### src/rtl/sd_spi_pkg.sv
// Shared types and constants for the SD-card SPI byte engine.
package sd_spi_pkg;

  typedef enum logic [2:0] {
    IDLE,
    LOAD,
    SHIFT,
    BYTE_END,
    DONE
  } spi_state_e;

  localparam logic       SPI_OP_WRITE = 1'b1;
  localparam logic       SPI_OP_READ  = 1'b0;
  localparam logic [7:0] SD_IDLE_BYTE = 8'hFF;

endpackage

### src/rtl/sd_spi_clkgen.sv
// SCLK divider: toggles sclk every CLK_DIV clk cycles while enabled and
// flags the clk cycle in which each rising/falling SCLK edge is launched.
module sd_spi_clkgen #(
  parameter int CLK_DIV = 4
) (
  input  logic clk,
  input  logic rst_n,
  input  logic en,
  output logic sclk,
  output logic rise_tick,
  output logic fall_tick
);

  localparam int CW = (CLK_DIV > 1) ? $clog2(CLK_DIV) : 1;

  logic [CW-1:0] cnt;
  logic          tick;

  assign tick      = en && (cnt == CW'(CLK_DIV - 1));
  assign rise_tick = tick && !sclk;
  assign fall_tick = tick && sclk;

  // Disabling forces sclk low so the line idles low between bytes.
  always_ff @(posedge clk or negedge rst_n) begin
    if (!rst_n) begin
      cnt  <= '0;
      sclk <= 1'b0;
    end else if (!en) begin
      cnt  <= '0;
      sclk <= 1'b0;
    end else if (tick) begin
      cnt  <= '0;
      sclk <= ~sclk;
    end else begin
      cnt <= cnt + 1'b1;
    end
  end

endmodule

### src/rtl/sd_spi_engine.sv
// Mode-0 SPI master executing byte bursts for the SD command controller;
// read bursts skip the card's 0xFF fill and land response bytes in a buffer.
module sd_spi_engine
  import sd_spi_pkg::*;
#(
  parameter int MEMORY_SIZE_IN_BYTES = 64,
  parameter int CLK_DIV              = 4,
  parameter int NCR_MAX              = 8,
  localparam int AW                  = $clog2(MEMORY_SIZE_IN_BYTES)
) (
  input  logic          clk,
  input  logic          rst_n,
  input  logic          start,
  input  logic          op,
  input  logic [AW-1:0] size,
  input  logic [7:0]    data_in,
  output logic [AW-1:0] address,
  output logic [7:0]    data_out,
  output logic          done,
  output logic          timeout,
  input  logic          ss,
  input  logic [AW-1:0] rd_addr,
  output logic [7:0]    rd_data,
  output logic          sclk,
  output logic          mosi,
  input  logic          miso,
  output logic          cs_n
);

  localparam int NW = $clog2(NCR_MAX + 1);

  spi_state_e    state_q, state_d;
  logic          op_q, hunting_q;
  logic [AW-1:0] size_q, idx_q;
  logic [NW-1:0] ncr_q;
  logic [6:0]    tx_q;
  logic [7:0]    rx_q, load_byte;
  logic [2:0]    bit_q;
  logic          rise_tick, fall_tick, shift_en;
  logic          keep_hunting, ncr_hit, at_end, finish, buf_we, idx_inc;
  logic [7:0]    mem [MEMORY_SIZE_IN_BYTES];

  assign shift_en = (state_q == SHIFT);

  sd_spi_clkgen #(.CLK_DIV(CLK_DIV)) u_clkgen (
    .clk       (clk),
    .rst_n     (rst_n),
    .en        (shift_en),
    .sclk      (sclk),
    .rise_tick (rise_tick),
    .fall_tick (fall_tick)
  );

  assign load_byte    = (op_q == SPI_OP_WRITE) ? data_in : SD_IDLE_BYTE;
  assign keep_hunting = hunting_q && (rx_q == SD_IDLE_BYTE);
  assign ncr_hit      = keep_hunting && (ncr_q == NW'(NCR_MAX - 1));
  assign at_end       = (idx_q == size_q);
  assign finish       = keep_hunting ? ncr_hit : at_end;
  // While hunting idx_q is still 0, so a timeout writes the 0xFF rx into slot 0.
  assign buf_we  = (state_q == BYTE_END) && (op_q == SPI_OP_READ) && (!keep_hunting || ncr_hit);
  assign idx_inc = (state_q == BYTE_END) && !keep_hunting && !at_end;

  assign done    = (state_q == DONE);
  assign address = (state_q != IDLE && op_q == SPI_OP_WRITE) ? idx_q : '0;
  assign rd_data = mem[rd_addr];

  always_ff @(posedge clk or negedge rst_n) begin
    if (!rst_n) state_q <= IDLE;
    else        state_q <= state_d;
  end

  always_comb begin
    state_d = state_q;
    unique case (state_q)
      IDLE:     if (start) state_d = LOAD;
      LOAD:     state_d = SHIFT;
      SHIFT:    if (fall_tick && bit_q == 3'd0) state_d = BYTE_END;
      BYTE_END: state_d = finish ? DONE : LOAD;
      DONE:     state_d = IDLE;
      default:  state_d = IDLE;
    endcase
  end

  always_ff @(posedge clk or negedge rst_n) begin
    if (!rst_n) begin
      op_q      <= SPI_OP_READ;
      hunting_q <= 1'b0;
      size_q    <= '0;
      idx_q     <= '0;
      ncr_q     <= '0;
      tx_q      <= '1;
      rx_q      <= SD_IDLE_BYTE;
      bit_q     <= '0;
      mosi      <= 1'b1;
      data_out  <= SD_IDLE_BYTE;
      timeout   <= 1'b0;
    end else begin
      unique case (state_q)
        IDLE: begin
          mosi <= 1'b1;
          if (start) begin
            op_q      <= op;
            size_q    <= size;
            idx_q     <= '0;
            ncr_q     <= '0;
            hunting_q <= (op == SPI_OP_READ);
            timeout   <= 1'b0;
          end
        end
        LOAD: begin
          mosi  <= load_byte[7];
          tx_q  <= load_byte[6:0];
          bit_q <= 3'd7;
        end
        SHIFT: begin
          if (rise_tick) rx_q <= {rx_q[6:0], miso};
          if (fall_tick && bit_q != 3'd0) begin
            bit_q <= bit_q - 3'd1;
            mosi  <= tx_q[6];
            tx_q  <= {tx_q[5:0], 1'b1};
          end
        end
        BYTE_END: begin
          data_out <= rx_q;
          mosi     <= 1'b1;
          if (keep_hunting) ncr_q <= ncr_q + 1'b1;
          else              hunting_q <= 1'b0;
          if (ncr_hit) timeout <= 1'b1;
          if (idx_inc) idx_q <= idx_q + 1'b1;
        end
        default: ;
      endcase
    end
  end

  always_ff @(posedge clk or negedge rst_n) begin
    if (!rst_n) cs_n <= 1'b1;
    else        cs_n <= ss;
  end

  always_ff @(posedge clk) begin
    if (buf_we) mem[idx_q] <= rx_q;
  end

endmodule
### config.mk
export PLATFORM = sky130hd
export DESIGN_NAME = sd_spi_engine
export DESIGN_NICKNAME = d
export VERILOG_FILES = /design/src/rtl/sd_spi_pkg.sv /design/src/rtl/sd_spi_clkgen.sv /design/src/rtl/sd_spi_engine.sv
export SDC_FILE = /design/constraint.sdc
export NUM_CORES = 1
export LEC_CHECK = 0
export CORE_UTILIZATION = 30
export CTS_BUF_LIST = sky130_fd_sc_hd__clkbuf_4
export DETAILED_ROUTE_END_ITERATION = 10
export HOLD_SLACK_MARGIN = 0.06
export PLACE_DENSITY = 0.45
export RECOVER_POWER = 100
export SLEW_MARGIN = 20
export SYNTH_ARGS = -nofsm -noshare
export SYNTH_HDL_FRONTEND = slang
export SYNTH_HIERARCHICAL = 1
export SYNTH_SLANG_ARGS = --single-unit
### constraint.sdc
create_clock -name clk -period 3.75 [get_ports clk]
set_clock_uncertainty 0.15 [all_clocks]
set_input_delay 0.75 -clock clk [delete_from_list [all_inputs] [get_ports clk]]
set_output_delay 0.75 -clock clk [all_outputs]
set_load 0.05 [all_outputs]
==> reports/results.txt, run 1 <==
Status: complete, but fails checks
Failing checks: capacitance limit, slew limit, setup timing
First-pass GRT wire length: 89,100 µm
Vias: 12,600
Worst setup margin: -152 ps
Reg-to-reg endpoint: mem[49][6]
Largest net degree at the start of global routing: 68
Initial core utilization: 30.4%
Hold Slack: 199 ps
Asr flop ratio synth: 9.38%
Max Cap Viol: 8
Setup TNS Final: -341 ps
Port-buffer cells: 52
Vias per Instance: 4.85
Antenna violations before repair: 2
Peak VDD IR: 0.170 mV
Row count: 100
DR DRC count: 0
Final cell count without fillers: 2,605
Clk_lat worst skew: 970 ps
Netlist cell types: 66
Post-synth top flop: edfxtp_1
Post-Syn Area: 22,600 µm²
Avg WL per Cell: 23.4 µm
R2R depth: 7
Crit-path cells: clkdlybuf4s50_1 > buf_4 > buf_4 > buf_12 > a311oi_1 > and4_1 > o31ai_1 > o211ai_1 > buf_4 > buf_12
Num CTS Buffers: 153
Final setup vio count: 7
Worst r2r src: state_q[0]
Flop2flop setup slack: -40 ps
CP peak stage delay: 450 ps
HP Start: size[0]
GRT overflow: 0
# fillers: 7,044
Pre-antenna DRT Iters: 7
Cell taking the most area after synthesis: edfxtp_1
Worst-path maximum fanout: 22
Pleak: 9.05 nW
Syn Nets: 1,244
Placed Cells: 2,338
Seq/Total Area, Yosys: 73.9%
Crit. End Element: primary output
Final-stage net count: 1,554
Post-synth top area share: 67.9%
Flip-flop and latch area: 16,700 µm²
Crit Path Class: input port to primary output
Tot GR Track Use: 16.1%
Unrepaired setup endpoints after global routing: true
Hold Vio Cnt, Final: 0
Die Wd: 277 µm
Synth warnings: 6
Post-synth EDFFs: 512
DP HPWL: 38,100 µm
Multi-input logic area: 5780 µm²
Clock-pin slew on the worst setup and hold paths: 60 ps
Synthesis-to-layout area growth: 21.9%
Avg Cell Area, Syn: 18.7 µm²
Area contributors post-synth: edfxtp_1 (68%), mux4_2 (11%), dfrtp_1 (3.1%), dfstp_2 (2.9%), nor2_1 (1.5%)
Fin crit share: 104%
CTS tree: built
I/O pins: 53
Max Root-Sink Buffers: 3
Detail Route Antenna Nets: 0
H-Tree Depth: 4
Critical Path RT: 2850 ps
Cell area power density: 473 nW/µm²
DRT iter0 DRCs: 994
Cell mode on critical path: buf_4
Critical path arrival: 3000 ps
Setup crit start: rd_addr[3]
Ratio of cells with drive above 1 in the final layout: 38.2%
Full die area: 76,600 µm²
CP max stage cell: clkdlybuf4s50_1
Worst min-delay path class: input port to register
Startpoint Class: input port
Max Freq: 256 MHz
Tmin final: 3900 ps
Vias in the first global route: 13,300
Core ar.: 74,600 µm²
Hold Path Stages: 3
Routed wire length: 60,900 µm
Slew HR: -24.4%
Routability cong.: 0.787
FF+latch count, synth: 565
Pins Over Slew Limit: 508
Worst hold path endpoint: size_q[0]
Clk sinks: 565
Root buffer cell: clkbuf_4
Syn Inst Count: 1,213
Worst-Margin Slew: 1870 ps
Die height: 277 µm
==> report_power, final <==
part | internal [mW] | total [mW] | leakage [nW] | switching, mW
logic | 0.311 | 0.743 | 2.97 | 0.432
registers | 6.86 | 6.87 | 4.96 | 0.00757
clock network | 2.85 | 5.44 | 1.13 | 2.59
total | 10.0 | 13.1 | 9.05 | 3.03
==> worst max path at each step <==
stage | end | slack [ps] | cells after the start
finish | rd_data[2] | -150 | 10
floorplan | rd_data[2] | 150 | 8
detailed placement | rd_data[2] | -320 | 8
global route | rd_data[2] | -270 | 7
global placement | rd_data[2] | -390 | 8
CTS | rd_data[1] | -260 | 7
==> logic make-up after synthesis <==
kind of cell,after synthesis,share of synthesized area [%]
buf+inv,78,1.98
fa+ha+maj,5,0.276
xor+xnor,8,0.309
mux,154,13.7
flops,565,73.9
compound gates,125,3.82
simple gates,278,5.97
==> sequential cells by signal (all words and copies together) (netlist names) <==
| register | cells |
|---|---|
| mem | 512 |
| data_out | 8 |
| rx_q | 8 |
| tx_q | 7 |
| idx_q | 6 |
| size_q | 6 |
| ncr_q | 4 |
| bit_q | 3 |
| state_q | 3 |
| u_clkgen/cnt | 2 |
| cs_n | 1 |
| hunting_q | 1 |
| mosi | 1 |
| op_q | 1 |
| timeout | 1 |
| u_clkgen/sclk | 1 |
==> metrics by stage <==
stage | utilization [%] | area [µm²] | setup slack, ps | power, mW
3_3_place_gp | 34.1 | 25400 | -394 | 7.69
6_report | 37.0 | 27600 | -152 | 13.1
5_1_grt | 37.0 | 27600 | -273 | 13.6
2_1_floorplan | - | 22600 | 148 | 7.36
3_5_place_dp | 34.1 | 25400 | -324 | 7.70
4_1_cts | 37.1 | 27700 | -259 | 13.3
==> critical path, delay by kind of cell <==
family	cells	cell delay, ps
simple gates	1	260
compound gates	3	640
buf+inv	6	1330
==> synthesized netlist by cell type, drive strengths merged, types with 6 or more instances <==
master and instances:
edfxtp 512, mux4 122, nor2 88, nand2 84, buf 46, o21ai 30, dfrtp 28, dfstp 25
clkbuf 23, nand3 22, mux2i 21, o22ai 17, a21oi 15, nor2b 14, nand3b 13, mux2 11
nand2b 11, a22oi 10, a31oi 10, inv 9, a2111oi 8, and2 8, nor3 8, o221ai 7
nand4 6, xor2 6
==> repair_timing <==
action | 4_1_cts | 5_1_grt
hold buffers | 3 | 0
resized for setup | 78 | 19
hold endpoints to repair | 22 | 0
setup endpoints to repair | 14 | 9
pin swaps | 22 | 9
buffers inserted | 3 | 0
==> placed cells by master, fill, tap and decap left out, types with 19 or more instances in the layout <==
cell	Yosys	final
buf_4	13	105
clkbuf_2	0	34
clkbuf_4	0	218
clkdlybuf4s50_1	0	19
clkinv_1	0	30
dfrtp_1	28	28
dfstp_2	25	23
edfxtp_1	512	512
mux2i_1	21	20
mux4_2	114	119
nand2_1	77	81
nor2_1	88	87
o21ai_0	30	24
==> metal layers <==
metal / wire length [µm] / global-route usage, % / part of all wire (%)
met1: 27600 / 21.5 / 45
met4: 1280 / 6.18 / 2.1
met3: 3120 / 4.14 / 5.1
met5: 0 / 0 / 0
met2: 28900 / 25.3 / 47
==> area by class of cell <==
class	count	share of cell area, %
Clock buffer	214	5.82
Timing Repair Buffer	224	6.96
Tap cell	969	4.39
Multi-Input combinational cell	570	20.9
Antenna cell	3	0.0272
Sequential cell	565	60.6
Clock inverter	51	1.16
Inverter	9	0.122
Note: power is estimated with default switching activity, not from simulation.
==> inputs of run 2 (changes only) <==
- CAP_MARGIN: unset -> 20
- SKIP_LAST_GASP: unset -> 1
==> run 2 against run 1 <==
- the flow still finishes with violations (capacitance limit, slew limit, setup timing)
- clock power about the same
- cell count is essentially flat
- non-clock buffer count is the same
- critical path type unchanged
- register-to-register slack is essentially flat
==> reports/results.txt, run 2 (same netlist as run 1, synthesis figures left out) <==
Reg-to-reg endpoint: mem[49][6] (unchanged)
Initial core utilization: 30.4% (unchanged)
Max Cap Viol: 8 (unchanged)
Die height: 277 µm (unchanged)
Root buffer cell: clkbuf_4 (unchanged)
Max Root-Sink Buffers: 3 (unchanged)
Most frequent cells in the layout: edfxtp_1 (512), clkbuf_4 (218), mux4_2 (118) (was edfxtp_1 (512), clkbuf_4 (218), mux4_2 (119))
Vias in the first global route: 13,300 (about the same)
Tot GR Track Use: 16.1% (about the same)
Vias: 12,600 (about the same)
Final Util: 37.0% (about the same)
Port-buffer cells: 52 (unchanged)
Core ar.: 74,600 µm² (unchanged)
Max Freq: 259 MHz (was 256 MHz)
Antenna violations before repair: 2 (unchanged)
Avg WL per Cell: 23.4 µm (about the same)
Final setup vio count: 6 (was 7)
Slew HR: -24.6% (was -24.4%)
Largest Register: mem (unchanged)
Clk_lat worst skew: 980 ps (was 970 ps)
Row count: 100 (unchanged)
Cell area power density: 473 nW/µm² (about the same)
Vias per Instance: 4.85 (about the same)
Multi-input logic area: 5780 µm² (about the same)
Cell mode on critical path: buf_4 (unchanged)
Crit Path Class: input port to primary output (unchanged)
Detail Route Antenna Nets: 0 (unchanged)
Die Wd: 277 µm (unchanged)
Flip-flop and latch area: 16,700 µm² (unchanged)
Worst setup margin: -114 ps (was -152 ps)
DP HPWL: 38,100 µm (unchanged)
Crit. End Element: primary output (unchanged)
Critical path arrival: 2960 ps (was 3000 ps)
Synthesis-to-layout area growth: 21.9% (about the same)
Clk sinks: 565 (unchanged)
Commonest non-fill, non-tap cell in the layout: edfxtp_1 (unchanged)
Worst-Margin Slew: 1870 ps (about the same)
CP peak stage delay: 450 ps (about the same)
DRT iter0 DRCs: 997 (was 994)
H-Tree Depth: 4 (unchanged)
Leading registers by flop count: mem: 512 flops, data_out: 8 flops, rx_q: 8 flops (unchanged)
DR DRC count: 0 (unchanged)
GRT overflow: 0 (unchanged)
Startpoint Class: input port (unchanged)
Status: complete, but fails checks (unchanged)
CTS tree: built (unchanged)
Peak VDD IR: 0.170 mV (about the same)
Pleak: 9.05 nW (about the same)
Max FFs per register: 512 (unchanged)
First-pass GRT wire length: 89,100 µm (about the same)
I/O pins: 53 (unchanged)
CP max stage cell: clkdlybuf4s50_1 (unchanged)
R2R depth: 7 (unchanged)
Unrepaired setup endpoints after global routing: true (unchanged)
Largest net degree at the start of global routing: 68 (unchanged)
Worst-path maximum fanout: 22 (unchanged)
Flop2flop setup slack: -30 ps (was -40 ps)
HP Start: size[0] (unchanged)
Routed wire length: 60,900 µm (about the same)
Fin crit share: 103% (was 104%)
Clock-pin slew on the worst setup and hold paths: 60 ps (about the same)
Critical Path RT: 2850 ps (about the same)
Ratio of cells with drive above 1 in the final layout: 38.1% (was 38.2%)
Pre-antenna DRT Iters: 5 (was 7)
Worst hold path endpoint: size_q[0] (unchanged)
Crit-path cells: clkdlybuf4s50_1 > buf_4 > buf_4 > buf_12 > a311oi_1 > and4_1 > o31ai_1 > o211ai_1 > buf_4 > buf_12 (unchanged)
Worst r2r src: state_q[0] (unchanged)
Final-stage net count: 1,554 (unchanged)
Num CTS Buffers: 153 (unchanged)
# fillers: 7,047 (was 7,044)
Routability cong.: 0.787 (unchanged)
Hold Path Stages: 3 (unchanged)
Pins Over Slew Limit: 508 (unchanged)
Failing checks: capacitance limit, slew limit, setup timing (unchanged)
Tmin final: 3860 ps (was 3900 ps)
Full die area: 76,600 µm² (unchanged)
Worst min-delay path class: input port to register (unchanged)
Hold Vio Cnt, Final: 0 (unchanged)
DP Worst Slack: -324 ps (unchanged)
run 2: changes by cell type in the layout (fill, tap and decap cells not counted):
cell,before,now
a221oi_1,1,2
a221oi_2,1,0
buf_8,1,2
clkbuf_16,1,0
diode_2,3,4
mux4_1,3,4
mux4_2,119,118
run 2: cell type report:
type | instances | area share, %
inverters | 9 | 0.122
diodes | 4 | 0.0363
repair buffers | 224 | 6.93
well taps | 969 | 4.39
multi-input cells | 570 | 20.9
clock buffers | 214 | 5.82
flip-flops and latches | 565 | 60.6
clock inverters | 51 | 1.16
run 2: through the flow:
| step | TNS, ps | instances | hold WS [ps] | cell area [µm²] | total power [mW] |
|---|---|---|---|---|---|
| after CTS | -1040 | 2603 | 64.3 | 27700 | 13.3 |
| after global routing | -9110 | 2605 | 128 | 27600 | 13.6 |
| after floorplan | 0 | 1213 | 264 | 22600 | 7.36 |
| after global placement | -1650 | 2338 | 277 | 25400 | 7.69 |
| after detailed placement | -1430 | 2338 | 287 | 25400 | 7.70 |
| final | -308 | 2606 | 192 | 27600 | 13.1 |
run 2: report_power, final:
group / internal [mW] / total (mW) / switching [mW]
combinational: 0.310 / 0.740 / 0.430
sequential: 6.86 / 6.87 / 0.00753
clock: 2.85 / 5.45 / 2.59
total: 10.0 / 13.1 / 3.03
run 2: worst max-delay path by stage:
stage / to / start
2_1_floorplan: rd_data[2] / rd_addr[0]
3_3_place_gp: rd_data[2] / rd_addr[0]
3_5_place_dp: rd_data[2] / rd_addr[0]
4_1_cts: rd_data[1] / mem[3][1]
5_1_grt: rd_data[2] / mem[31][2]
6_report: rd_data[2] / rd_addr[3]
run 2: timing repair:
action / 4_1_cts / 5_1_grt
pin swaps: 22 / 8
gates cloned: 0 / 0
gates resized for setup: 76 / 19
setup buffers: 3 / 0
endpoints found under the setup margin: 14 / 9
hold endpoints to repair: 22 / 0
hold buffers: 3 / 0
run 2: worst max-delay path, delay by kind of cell:
kind	cells	cell delay, ps
buffers and inverters	6	1320
AO/OA/AOI/OAI	3	620
AND/OR/NAND/NOR	1	260
run 2: per-layer routing:
metal / wire length [µm] / GRT usage [%]
met1: 27400 / 21.5
met2: 28800 / 25.3
met3: 3400 / 4.14
met4: 1210 / 6.18
met5: 0 / 0
==> inputs of run 3 (changes only) <==
- CORE_UTILIZATION: 30 -> 40
- PLACE_DENSITY: 0.45 -> 0.56
==> run 3 against run 2 <==
- the flow still finishes with violations (capacitance limit, slew limit, setup timing)
- flip-flop and latch count stayed put
- sequential share of layout area is 1.1 points higher
- maximum frequency is 2.6% higher
- final area is 1.8% lower
- first-iteration DRC count is 2.6% higher
- critical path type unchanged
- largest power group unchanged
==> reports/results.txt, run 3 (same netlist as run 1, synthesis figures left out) <==
CTS tree: built (unchanged)
Vias per Instance: 5.30 (was 4.85)
Crit. End Element: primary output (unchanged)
Worst setup margin: -14.1 ps (was -114 ps)
Vias in the first global route: 12,800 (was 13,300)
Largest net degree at the start of global routing: 68 (unchanged)
Crit Path Class: input port to primary output (unchanged)
Core ar.: 55,500 µm² (was 74,600 µm²)
Critical Path RT: 2850 ps (about the same)
Clk sinks: 565 (unchanged)
Reg power frac: 52.6% (about the same)
Slew HR: -64.6% (was -24.6%)
Max FFs per register: 512 (unchanged)
Pins Over Slew Limit: 317 (was 508)
Worst-Margin Slew: 2470 ps (was 1870 ps)
Die height: 240 µm (was 277 µm)
Clk_lat worst skew: 930 ps (was 980 ps)
Status: complete, but fails checks (unchanged)
Max Root-Sink Buffers: 3 (unchanged)
Met3 Resource Use GR: 5.68% (was 4.14%)
Cell area power density: 481 nW/µm² (was 473 nW/µm²)
Leading registers by flop count: mem: 512 flops, data_out: 8 flops, rx_q: 8 flops (unchanged)
Tot GR Track Use: 19.7% (was 16.1%)
Internal cell power: 10.2 mW (was 10.0 mW)
DP HPWL: 34,300 µm (was 38,100 µm)
Detail Route Antenna Nets: 0 (unchanged)
Worst-path maximum fanout: 24 (was 22)
Max Freq: 266 MHz (was 259 MHz)
Synthesis-to-layout area growth: 19.7% (was 21.9%)
Failing checks: capacitance limit, slew limit, setup timing (unchanged)
Die Wd: 240 µm (was 277 µm)
Final-stage net count: 1,526 (was 1,554)
Final setup vio count: 1 (was 6)
First-pass GRT wire length: 81,400 µm (was 89,100 µm)
Total power: 13.0 mW (was 13.1 mW)
Full die area: 57,600 µm² (was 76,600 µm²)
Clock share of power: 41.9% (was 41.7%)
Peak VDD IR: 0.238 mV (was 0.170 mV)
Worst min-delay path class: input port to register (unchanged)
GRT busiest layer: met2 (unchanged)
Switch Pwr: 2.88 mW (was 3.03 mW)
Sw Ratio: 22.1% (was 23.2%)
Routability cong.: 0.878 (was 0.787)
Largest Register: mem (unchanged)
Commonest non-fill, non-tap cell in the layout: edfxtp_1 (unchanged)
Hold Slack: 205 ps (was 192 ps)
Startpoint Class: input port (unchanged)
Unrepaired setup endpoints after global routing: true (unchanged)
Most frequent cells in the layout: edfxtp_1 (512), clkbuf_4 (220), mux4_2 (119) (was edfxtp_1 (512), clkbuf_4 (218), mux4_2 (118))
DRT iter0 DRCs: 1,023 (was 997)
Met2 usage: 31.6% (was 25.3%)
Setup TNS Final: -14.1 ps (was -308 ps)
Ratio of cells with drive above 1 in the final layout: 35.8% (was 38.1%)
Num CTS Buffers: 148 (was 153)
Port-buffer cells: 52 (unchanged)
Combinational Power Share: 5.5% (was 5.7%)
Root buffer cell: clkbuf_4 (unchanged)
Hold Vio Cnt, Final: 0 (unchanged)
Pre-antenna DRT Iters: 5 (unchanged)
GRT overflow: 0 (unchanged)
Max Cap Viol: 5 (was 8)
Pleak: 8.92 nW (was 9.05 nW)
Fin crit share: 100% (was 103%)
DR DRC count: 0 (unchanged)
Vias: 12,500 (was 12,600)
DP Worst Slack: -168 ps (was -324 ps)
Routed wire length: 54,700 µm (was 60,900 µm)
Post-CTS Setup Bufs: 0 (was 3)
H-Tree Depth: 4 (unchanged)
M1 GR Usage: 26.2% (was 21.5%)
Critical path arrival: 2860 ps (was 2960 ps)
Row count: 86 (was 100)
Avg WL per Cell: 23.2 µm (was 23.4 µm)
Clock-pin slew on the worst setup and hold paths: 60 ps (about the same)
Initial core utilization: 40.8% (was 30.4%)
Tmin final: 3760 ps (was 3860 ps)
I/O pins: 53 (unchanged)
Antenna violations before repair: 2 (unchanged)
==> run 3: critical path, stage by stage <==
cell,delay (ps)
clkdlybuf4s50_1,510
buf_12,200
or2_4,210
o22ai_2,90
buf_4,140
or4_1,520
o211ai_1,120
buf_4,160
buf_12,130
==> run 3: stage by stage <==
| stage | utilization [%] | cell area [µm²] | instances |
|---|---|---|---|
| after detailed placement | 45.2 | 25100 | 2097 |
| after global placement | 45.2 | 25100 | 2097 |
| after global routing | 48.8 | 27100 | 2355 |
| after floorplan | - | 22600 | 1213 |
| final | 48.8 | 27100 | 2355 |
| after CTS | 49.1 | 27300 | 2351 |
==> run 3: power by group through the flow <==
stage	clock (mW)	combinational, mW	sequential [mW]
after global routing	5.97	0.753	6.86
after floorplan	0	0.328	7.03
after detailed placement	0	0.681	6.99
final	5.47	0.713	6.87
after global placement	0	0.677	6.99
after CTS	5.64	0.719	6.86
==> run 3: path summary, 6_finish.rpt <==
| kind | startpoint | cells past startpoint | slack (ps) | endpoint |
|---|---|---|---|---|
| min in group asynchronous | rst_n | 2 | 970 | u_clkgen/cnt[0] |
| hold reg to reg | u_clkgen/cnt[0] | 1 | 300 | u_clkgen/cnt[0] |
| max in group asynchronous | rst_n | 2 | 1060 | idx_q[5] |
| setup reg to reg | state_q[0] | 6 | 140 | mem[38][0] |
| hold / removal | size[3] | 3 | 200 | size_q[3] |
| setup / recovery | rd_addr[3] | 9 | -10 | rd_data[2] |
==> run 3: layer usage <==
layer	up-vias	wire length, µm
li1	5547	-
met3	60	3230
met5	-	0
met2	369	27000
met4	0	701
met1	6514	23800
==> run 3: layout make-up <==
class / count / area (µm²)
inverters: 9 / 33.8
flip-flops and latches: 565 / 16700
multi-input cells: 570 / 5730
clock inverters: 46 / 334
well taps: 748 / 936
repair buffers: 201 / 1750
diodes: 4 / 10.0
fillers: 4805 / 28400
clock buffers: 212 / 1590
==> run 3: what timing repair did <==
item | 4_1_cts | 5_1_grt
endpoints found under the setup margin | 14 | 8
pin swaps | 25 | 5
resized for setup | 71 | 8
hold endpoints to repair | 29 | 0
hold buffers | 2 | 0
